--- src/rtl/digit_serial_add_sub_if.sv ---
// Operand/result digit streams of the digit-serial adder/subtractor.
interface digit_serial_add_sub_if #(
    parameter int unsigned DIGIT_W = 4
);
    logic               in_valid;
    logic               in_first;
    logic               in_last;
    logic               in_sub;
    logic [DIGIT_W-1:0] in_a;
    logic [DIGIT_W-1:0] in_b;
    logic               out_valid;
    logic               out_last;
    logic [DIGIT_W-1:0] out_sum;
    logic               out_carry;
    logic               out_ovf;
    logic               out_err;

    modport master (
        output in_valid, in_first, in_last, in_sub, in_a, in_b,
        input  out_valid, out_last, out_sum, out_carry, out_ovf, out_err
    );

    modport slave (
        input  in_valid, in_first, in_last, in_sub, in_a, in_b,
        output out_valid, out_last, out_sum, out_carry, out_ovf, out_err
    );
endinterface

--- src/rtl/digit_serial_add_sub.sv ---
// LSB-first digit-serial two's-complement adder/subtractor with per-word framing checks.
// Define DIGIT_SERIAL_ADD_SUB_OVF_EN to build signed-overflow detection; otherwise out_ovf is 0.
module digit_serial_add_sub #(
    parameter int unsigned DIGIT_W    = 4,
    parameter int unsigned MAX_DIGITS = 8
) (
    input  logic                  clk,
    input  logic                  rst,
    digit_serial_add_sub_if.slave bus
);
    localparam int unsigned CNT_W = $clog2(MAX_DIGITS + 1) + 1;
    localparam int unsigned SUM_W = DIGIT_W + 1;
    localparam logic [CNT_W-1:0] CNT_MAX   = '1;
    localparam logic [CNT_W-1:0] CNT_LIMIT = CNT_W'(MAX_DIGITS);

    typedef enum logic {IDLE, IN_WORD} state_t;

    state_t             state;
    logic               carry;
    logic               sub_q;
    logic               err_q;
    logic [CNT_W-1:0]   digit_cnt;

    logic               first_eff;
    logic               sub_eff;
    logic               cin;
    logic [DIGIT_W-1:0] b_x;
    logic [SUM_W-1:0]   sum_full;
    logic [CNT_W-1:0]   cnt_nxt;
    logic               err_nxt;
    logic               ovf_c;

    // A digit arriving with no open word is treated as the start of one, flagged as an error.
    always_comb begin
        first_eff = bus.in_first | (state == IDLE);
        sub_eff   = first_eff ? bus.in_sub : sub_q;
        cin       = first_eff ? bus.in_sub : carry;
        b_x       = bus.in_b ^ {DIGIT_W{sub_eff}};
        sum_full  = SUM_W'(bus.in_a) + SUM_W'(b_x) + SUM_W'(cin);
        if (first_eff) begin
            cnt_nxt = CNT_W'(1);
        end else if (digit_cnt == CNT_MAX) begin
            cnt_nxt = digit_cnt;
        end else begin
            cnt_nxt = digit_cnt + CNT_W'(1);
        end
        err_nxt = (first_eff ? (~bus.in_first & (state == IDLE)) : err_q)
                  | (cnt_nxt > CNT_LIMIT);
`ifdef DIGIT_SERIAL_ADD_SUB_OVF_EN
        // Carry into the MSB recovered from the MSB sum bit, then XORed with the carry out.
        ovf_c = bus.in_a[DIGIT_W-1] ^ b_x[DIGIT_W-1] ^ sum_full[DIGIT_W-1] ^ sum_full[DIGIT_W];
`else
        ovf_c = 1'b0;
`endif
    end

    always_ff @(posedge clk or negedge rst) begin
        if (!rst) begin
            state         <= IDLE;
            carry         <= 1'b0;
            sub_q         <= 1'b0;
            err_q         <= 1'b0;
            digit_cnt     <= '0;
            bus.out_valid <= 1'b0;
            bus.out_last  <= 1'b0;
            bus.out_sum   <= '0;
            bus.out_carry <= 1'b0;
            bus.out_ovf   <= 1'b0;
            bus.out_err   <= 1'b0;
        end else if (bus.in_valid) begin
            sub_q         <= sub_eff;
            digit_cnt     <= cnt_nxt;
            err_q         <= err_nxt;
            bus.out_valid <= 1'b1;
            bus.out_last  <= bus.in_last;
            bus.out_sum   <= sum_full[DIGIT_W-1:0];
            bus.out_carry <= bus.in_last & sum_full[DIGIT_W];
            bus.out_ovf   <= bus.in_last & ovf_c;
            bus.out_err   <= bus.in_last & err_nxt;
            if (bus.in_last) begin
                state <= IDLE;
                carry <= 1'b0;
            end else begin
                state <= IN_WORD;
                carry <= sum_full[DIGIT_W];
            end
        end else begin
            bus.out_valid <= 1'b0;
            bus.out_last  <= 1'b0;
            bus.out_sum   <= '0;
            bus.out_carry <= 1'b0;
            bus.out_ovf   <= 1'b0;
            bus.out_err   <= 1'b0;
        end
    end
endmodule
--- src/flat_wrapper.sv ---
// flat-port wrapper written by rule: the top's interface ports become plain ports
module digit_serial_add_sub_flat 
#(
    parameter int unsigned DIGIT_W    = 4,
    parameter int unsigned MAX_DIGITS = 8
)
  (clk, rst, bus_in_valid, bus_in_first, bus_in_last, bus_in_sub, bus_in_a, bus_in_b, bus_out_valid, bus_out_last, bus_out_sum, bus_out_carry, bus_out_ovf, bus_out_err);
  digit_serial_add_sub_if #(.DIGIT_W(DIGIT_W)) bus_i ();
  input  logic clk;
  input  logic rst;
  input wire logic [$bits(bus_i.in_valid)-1:0] bus_in_valid;
  input wire logic [$bits(bus_i.in_first)-1:0] bus_in_first;
  input wire logic [$bits(bus_i.in_last)-1:0] bus_in_last;
  input wire logic [$bits(bus_i.in_sub)-1:0] bus_in_sub;
  input wire logic [$bits(bus_i.in_a)-1:0] bus_in_a;
  input wire logic [$bits(bus_i.in_b)-1:0] bus_in_b;
  output wire logic [$bits(bus_i.out_valid)-1:0] bus_out_valid;
  output wire logic [$bits(bus_i.out_last)-1:0] bus_out_last;
  output wire logic [$bits(bus_i.out_sum)-1:0] bus_out_sum;
  output wire logic [$bits(bus_i.out_carry)-1:0] bus_out_carry;
  output wire logic [$bits(bus_i.out_ovf)-1:0] bus_out_ovf;
  output wire logic [$bits(bus_i.out_err)-1:0] bus_out_err;
  assign bus_i.in_valid = bus_in_valid;
  assign bus_i.in_first = bus_in_first;
  assign bus_i.in_last = bus_in_last;
  assign bus_i.in_sub = bus_in_sub;
  assign bus_i.in_a = bus_in_a;
  assign bus_i.in_b = bus_in_b;
  assign bus_out_valid = bus_i.out_valid;
  assign bus_out_last = bus_i.out_last;
  assign bus_out_sum = bus_i.out_sum;
  assign bus_out_carry = bus_i.out_carry;
  assign bus_out_ovf = bus_i.out_ovf;
  assign bus_out_err = bus_i.out_err;
  digit_serial_add_sub #(.DIGIT_W(DIGIT_W), .MAX_DIGITS(MAX_DIGITS)) u_core (.clk(clk), .rst(rst), .bus(bus_i));
endmodule
--- config.mk ---
export PLATFORM = sky130hd
export DESIGN_NAME = digit_serial_add_sub_flat
export DESIGN_NICKNAME = d
export VERILOG_FILES = /design/src/rtl/digit_serial_add_sub_if.sv /design/src/rtl/digit_serial_add_sub.sv /design/src/flat_wrapper.sv
export SDC_FILE = /design/constraint.sdc
export NUM_CORES = 1
export LEC_CHECK = 0
export CAP_MARGIN = 15
export CORE_ASPECT_RATIO = 1.25
export CORE_MARGIN = 1.5
export CORE_UTILIZATION = 51
export CTS_CLUSTER_DIAMETER = 30
export DETAILED_ROUTE_END_ITERATION = 8
export GPL_TIMING_DRIVEN = 0
export PLACE_DENSITY = 0.88
export REMOVE_ABC_BUFFERS = 1
export SYNTH_ARGS = -nofsm -noshare
export SYNTH_HDL_FRONTEND = slang
export SYNTH_SLANG_ARGS = --single-unit
--- constraint.sdc ---
create_clock -name clk -period 6.7 [get_ports clk]
set_input_delay 1.34 -clock clk [delete_from_list [all_inputs] [get_ports clk]]
set_output_delay 1.34 -clock clk [all_outputs]
set_load 0.005 [all_outputs]
# == Word level (Yosys, flattened, before mapping) ==
# Cells that the tools add are included.
# totals
word_cells,35
output_inout_bits,9
inputBits,14
register_bits,17
# op_classes
eq_ne,1
bitwise_logic,8
magnitude_cmp,1
muxes,12
add_sub_neg,3
# ops
op,count
5-bit 2-to-1 mux,2
1-bit 2-to-1 mux,9
4-bit by 4-bit adder with 5-bit output,1
5-bit by 1-bit adder with 5-bit output,1
5-bit by 1-bit adder with 5-bit output (second input constant),1
5-bit equality test (second input constant),1
5-bit by 4-bit > comparator with 1-bit output (second input constant),1
4-bit 2-to-1 mux,1
4-bit XOR,1
1-bit bitwise AND,3
1-bit NOT,2
1-bit OR,2

# == Longest topological paths before layout ==
# logic_depth
depth_word,8
ltp_mapped,11
ltp_nobuf,11

# == Worst setup path before layout ==
# OpenSTA, ideal clock, no wires.
# synth_timing
kind,input to register
start,in bus_in_first
end,reg u_core.carry
setup_ps,130
setup_slack_ps,3485
t_arrival_ps,3085
cell_stages,11
path_buffers,0
cell_sequence,inv_1 -> nand2_2 -> mux2i_4 -> xnor2_1 -> fa_1 -> inv_1 -> fa_1 -> inv_1 -> a21o_1 -> a21oi_1 -> o22ai_1
# synth_between
elab_chain_cells,6
word_cells_on_any_way,7
cone_classes,2 x add/sub; 3 x mux; 2 x bitwise
# synth_rtl
item,line_no,rtl
start: declaration,flat_wrapper.sv:12,input wire logic [$bits(bus_i.in_first)-1:0] bus_in_first;
1-bit OR (*),digit_serial_add_sub.sv:35,first_eff = bus.in_first | (state == IDLE);
1-bit 2-to-1 mux,digit_serial_add_sub.sv:36,sub_eff = first_eff ? bus.in_sub : sub_q;
4-bit XOR,digit_serial_add_sub.sv:38,b_x = bus.in_b ^ {DIGIT_W{sub_eff}};
4-bit by 4-bit adder with 5-bit output,digit_serial_add_sub.sv:39,sum_full = SUM_W'(bus.in_a) + SUM_W'(b_x) + SUM_W'(cin);
5-bit by 1-bit adder with 5-bit output (*),digit_serial_add_sub.sv:39,
1-bit 2-to-1 mux (*),digit_serial_add_sub.sv:80,if (bus.in_last) begin
end signal: assignment,digit_serial_add_sub.sv:85,carry <= sum_full[DIGIT_W];
end: declaration,digit_serial_add_sub.sv:19,logic carry;
# Mark *: on every way between the ends. The rest lies on a longest branch, timed or not.
# A chain may end at the register's enable or synchronous reset.

# == Worst setup path after layout ==
# Ends and elaborated chain as after synthesis.

==> metrics.cfg <==
[status]
status=completed

[floorplanning]
fp-row-count=17
die_height_um=50.6
coreArea_sq_mm=0.00174
initial_core_util_pct=53.0
die_area_sq_mm=0.00208
die_w_um=41.1
io_pins=23

[logic_synthesis]
ys_types=32
synth_top_family_by_area=simple AND/OR/NAND/NOR gates
yosys.area_share.simple_pct=14.1
syn_area_sq_um=925
ys.warnings.count=0
synth_xor_area_share_pct=6.63
synth.avg_cell_area_sq_um=10.6
synthCells=87
yosysSeqAreaShare_pct=46.0
synth_mux_area_share_pct=4.60
synth_adder_area_share_pct=9.74
synth_compound_area_share_pct=13.9
ys_ff_latch=17

[drt]
drt-total-wl_um=1670
num_vias=680
post-route-drc-count=0
postRouteAntennaNets=0
routedWlPerCell_um=13.0
first_pass_iters=3
drt_iter0_drc=5
routed_via_density=5.31

[sta]
max_clock_freq_ghz=0.274
slew_headroom_pct=50.4
maxSlewViolCount=0
period_minus_slack_ns=3.65
hold_viol_final=0
setup_viol=0
clock_skew_ns=0.0120
setup_slack_ns=3.05
hold_ws_ns=0.544
rsz0062_at_grt=false
min_period_over_period_pct=54.4
setup_tns_ns=0
worst_pin_slew_ns=0.741

[clock_tree]
htreeDepth=1
insertion_delay_ns=0.29
clk_path_buf_depth=2
cts_buffers=3
clkTransAtPathRegs_ns=0.11
cts_hold_buffers=0
cts_root_buf=clkbuf_4
cts.sink_count=17
cts_resized=0
post_cts_buffers=0
tritoncts=done

[setup_path]
cp_data_arrival_time_ns=3.80
cp_slowest_stage_delay_ns=0.48
crit_family=buffers and inverters
critPathSlowestCell=clkdlybuf4s50_1
start_kind=primary input
cp-end-kind=register
crit_type=primary input to register
crit_top_cell=inv_1
crit_buf_inv=4
crit_chain=clkdlybuf4s50_1, inv_1, nand2_2, mux2i_4, xnor2_1, fa_1, inv_1, fa_1, inv_1, a21o_1, a21oi_1, o22ai_1
worstPathRequired_ns=6.86
critPathMaxFanout=7

[global_route]
grt_pass1_wl_um=2930
grt_pass1_vias=734
grt-ovfl-total=0
antenna_found_initial=0
grt_max_degree=21
grt_use_total_pct=20.6

[finish]
drive_gt1_share_pct=11.0
fill_cells=147
ff_latch_area_sq_um=425
antennaDiodeCount=0
num-nets-final=130
syn2layout_area_growth_pct=26.5
multi_input_area_sq_um=457
fin_util_pct=67.1

[flow_run]
maxCapViolCount=0

[worst_hold_path]
hp-class=register to register

[placement]
portBuffers=21
gp_congestion=0.724
pre_cts_ws_ns=2.79
hpwl_um=1270

[pwr]
vdd_drop_max_v=0.000120
p_leak_nw=0.529
p_per_area_mw_per_mm2=216
finalPower_mw=0.252

-- cells in the final DEF (no fill, tap or decap), types with 2 or more instances in the layout --
cell type	count
a21o_1	2
a21oi_1	9
a31o_2	2
and2_1	3
clkbuf_4	3
clkdlybuf4s50_1	21
dfrtp_1	17
fa_1	2
ha_1	4
inv_1	7
mux2i_1	2
nand2_1	4
nand2_2	2
nand2b_1	2
nor2_1	6
o21ai_0	2
xnor2_1	6
-- through the flow --
step,instances,area [sq um]
finish,128,1170
global route,128,1170
CTS,128,1170
detailed placement,124,1140
global placement,124,1140
floorplan,84,908
-- tightest hold or removal path: cells and delay by family (launching register included) --
| family | cells | cell delay (ns) |
|---|---|---|
| and+or+nand+nor | 1 | 0.08 |
| DFF | 1 | 0.36 |
| muxes | 1 | 0.07 |
-- flip-flops by register name (all words and copies together), names as in the netlist --
| name | flops |
|---|---|
| u_core.err_q | 1 |
| u_core.digit_cnt | 5 |
| u_core.bus.out_carry | 1 |
| u_core.sub_q | 1 |
| u_core.bus.out_valid | 1 |
| u_core.bus.out_err | 1 |
| u_core.bus.out_sum | 4 |
| u_core.state | 1 |
| u_core.carry | 1 |
| u_core.bus.out_last | 1 |
-- final timing paths --
kind                               from             endpoint  slack (ns)  cells after the start
setup / recovery           bus_in_first         u_core.carry        3.05                     12
hold / removal             u_core.err_q         u_core.err_q        0.54                      2
setup reg to reg           u_core.state         u_core.carry        4.22                     10
hold reg to reg            u_core.err_q         u_core.err_q        0.54                      2
max in group asynchronous           rst  u_core.digit_cnt[4]        4.74                      1
min in group asynchronous           rst         u_core.sub_q        1.48                      1
-- logic make-up after synthesis --
kind of cell,count (synthesis)
AOI/OAI and AO/OA,20
xor gates and xnor gates,7
adders and majority gates,6
buffers and inverters,10
DFF,17
muxes,3
other,1
and+or+nand+nor,23
-- routing by layer --
layer  GRT usage (%)  up-vias  wire (um)
met2            35.9       12        958
li1                -      333          -
met4            5.00        0          8
met5               0        -          0
met3            3.98        2         55
met1            24.2      333        648
-- Yosys cell counts (all sizes together) --
| cell type | instances | area [sq um] |
|---|---|---|
| nor2 | 6 | 22.5 |
| a31o | 2 | 17.5 |
| nand2b | 2 | 12.5 |
| o21ba | 1 | 10.0 |
| clkbuf | 1 | 3.75 |
| xor2 | 1 | 8.76 |
| a311oi | 1 | 8.76 |
| fa | 2 | 40.0 |
| mux2i | 3 | 42.5 |
| o22ai | 1 | 6.26 |
| nand2 | 6 | 27.5 |
| nor2b | 1 | 6.26 |
| dfrtp | 17 | 425 |
| a22o | 1 | 8.76 |
| a21oi | 9 | 45.0 |
| o21ai | 2 | 10.0 |
| and2 | 3 | 18.8 |
| conb | 1 | 3.75 |
| o21a | 1 | 7.51 |
| ha | 4 | 50.1 |
| nor4b | 1 | 8.76 |
| and4 | 1 | 11.3 |
| and3 | 2 | 17.5 |
| buf | 2 | 12.5 |
| xnor2 | 6 | 52.6 |
| a21o | 2 | 15.0 |
| inv | 7 | 26.3 |
| nor3 | 1 | 5.00 |
-- power by group --
part           switching [mW]  internal, mW  total, mW  leakage (nW)
logic                  0.0332        0.0450     0.0782         0.294
clock network          0.0314        0.0221     0.0535        0.0177
registers             0.00630         0.114      0.120         0.217
-- final cells by class --
| cell class | count | share of cell area (%) |
|---|---|---|
| Clock buffer | 3 | 1.93 |
| Timing Repair Buffer | 21 | 18.0 |
| Clock inverter | 1 | 0.428 |
| Tap cell | 19 | 2.03 |
| Sequential cell | 17 | 36.4 |
| Multi-Input combinational cell | 60 | 39.0 |
| Inverter | 7 | 2.25 |
No activity file was read; power rests on OpenSTA's default activity.
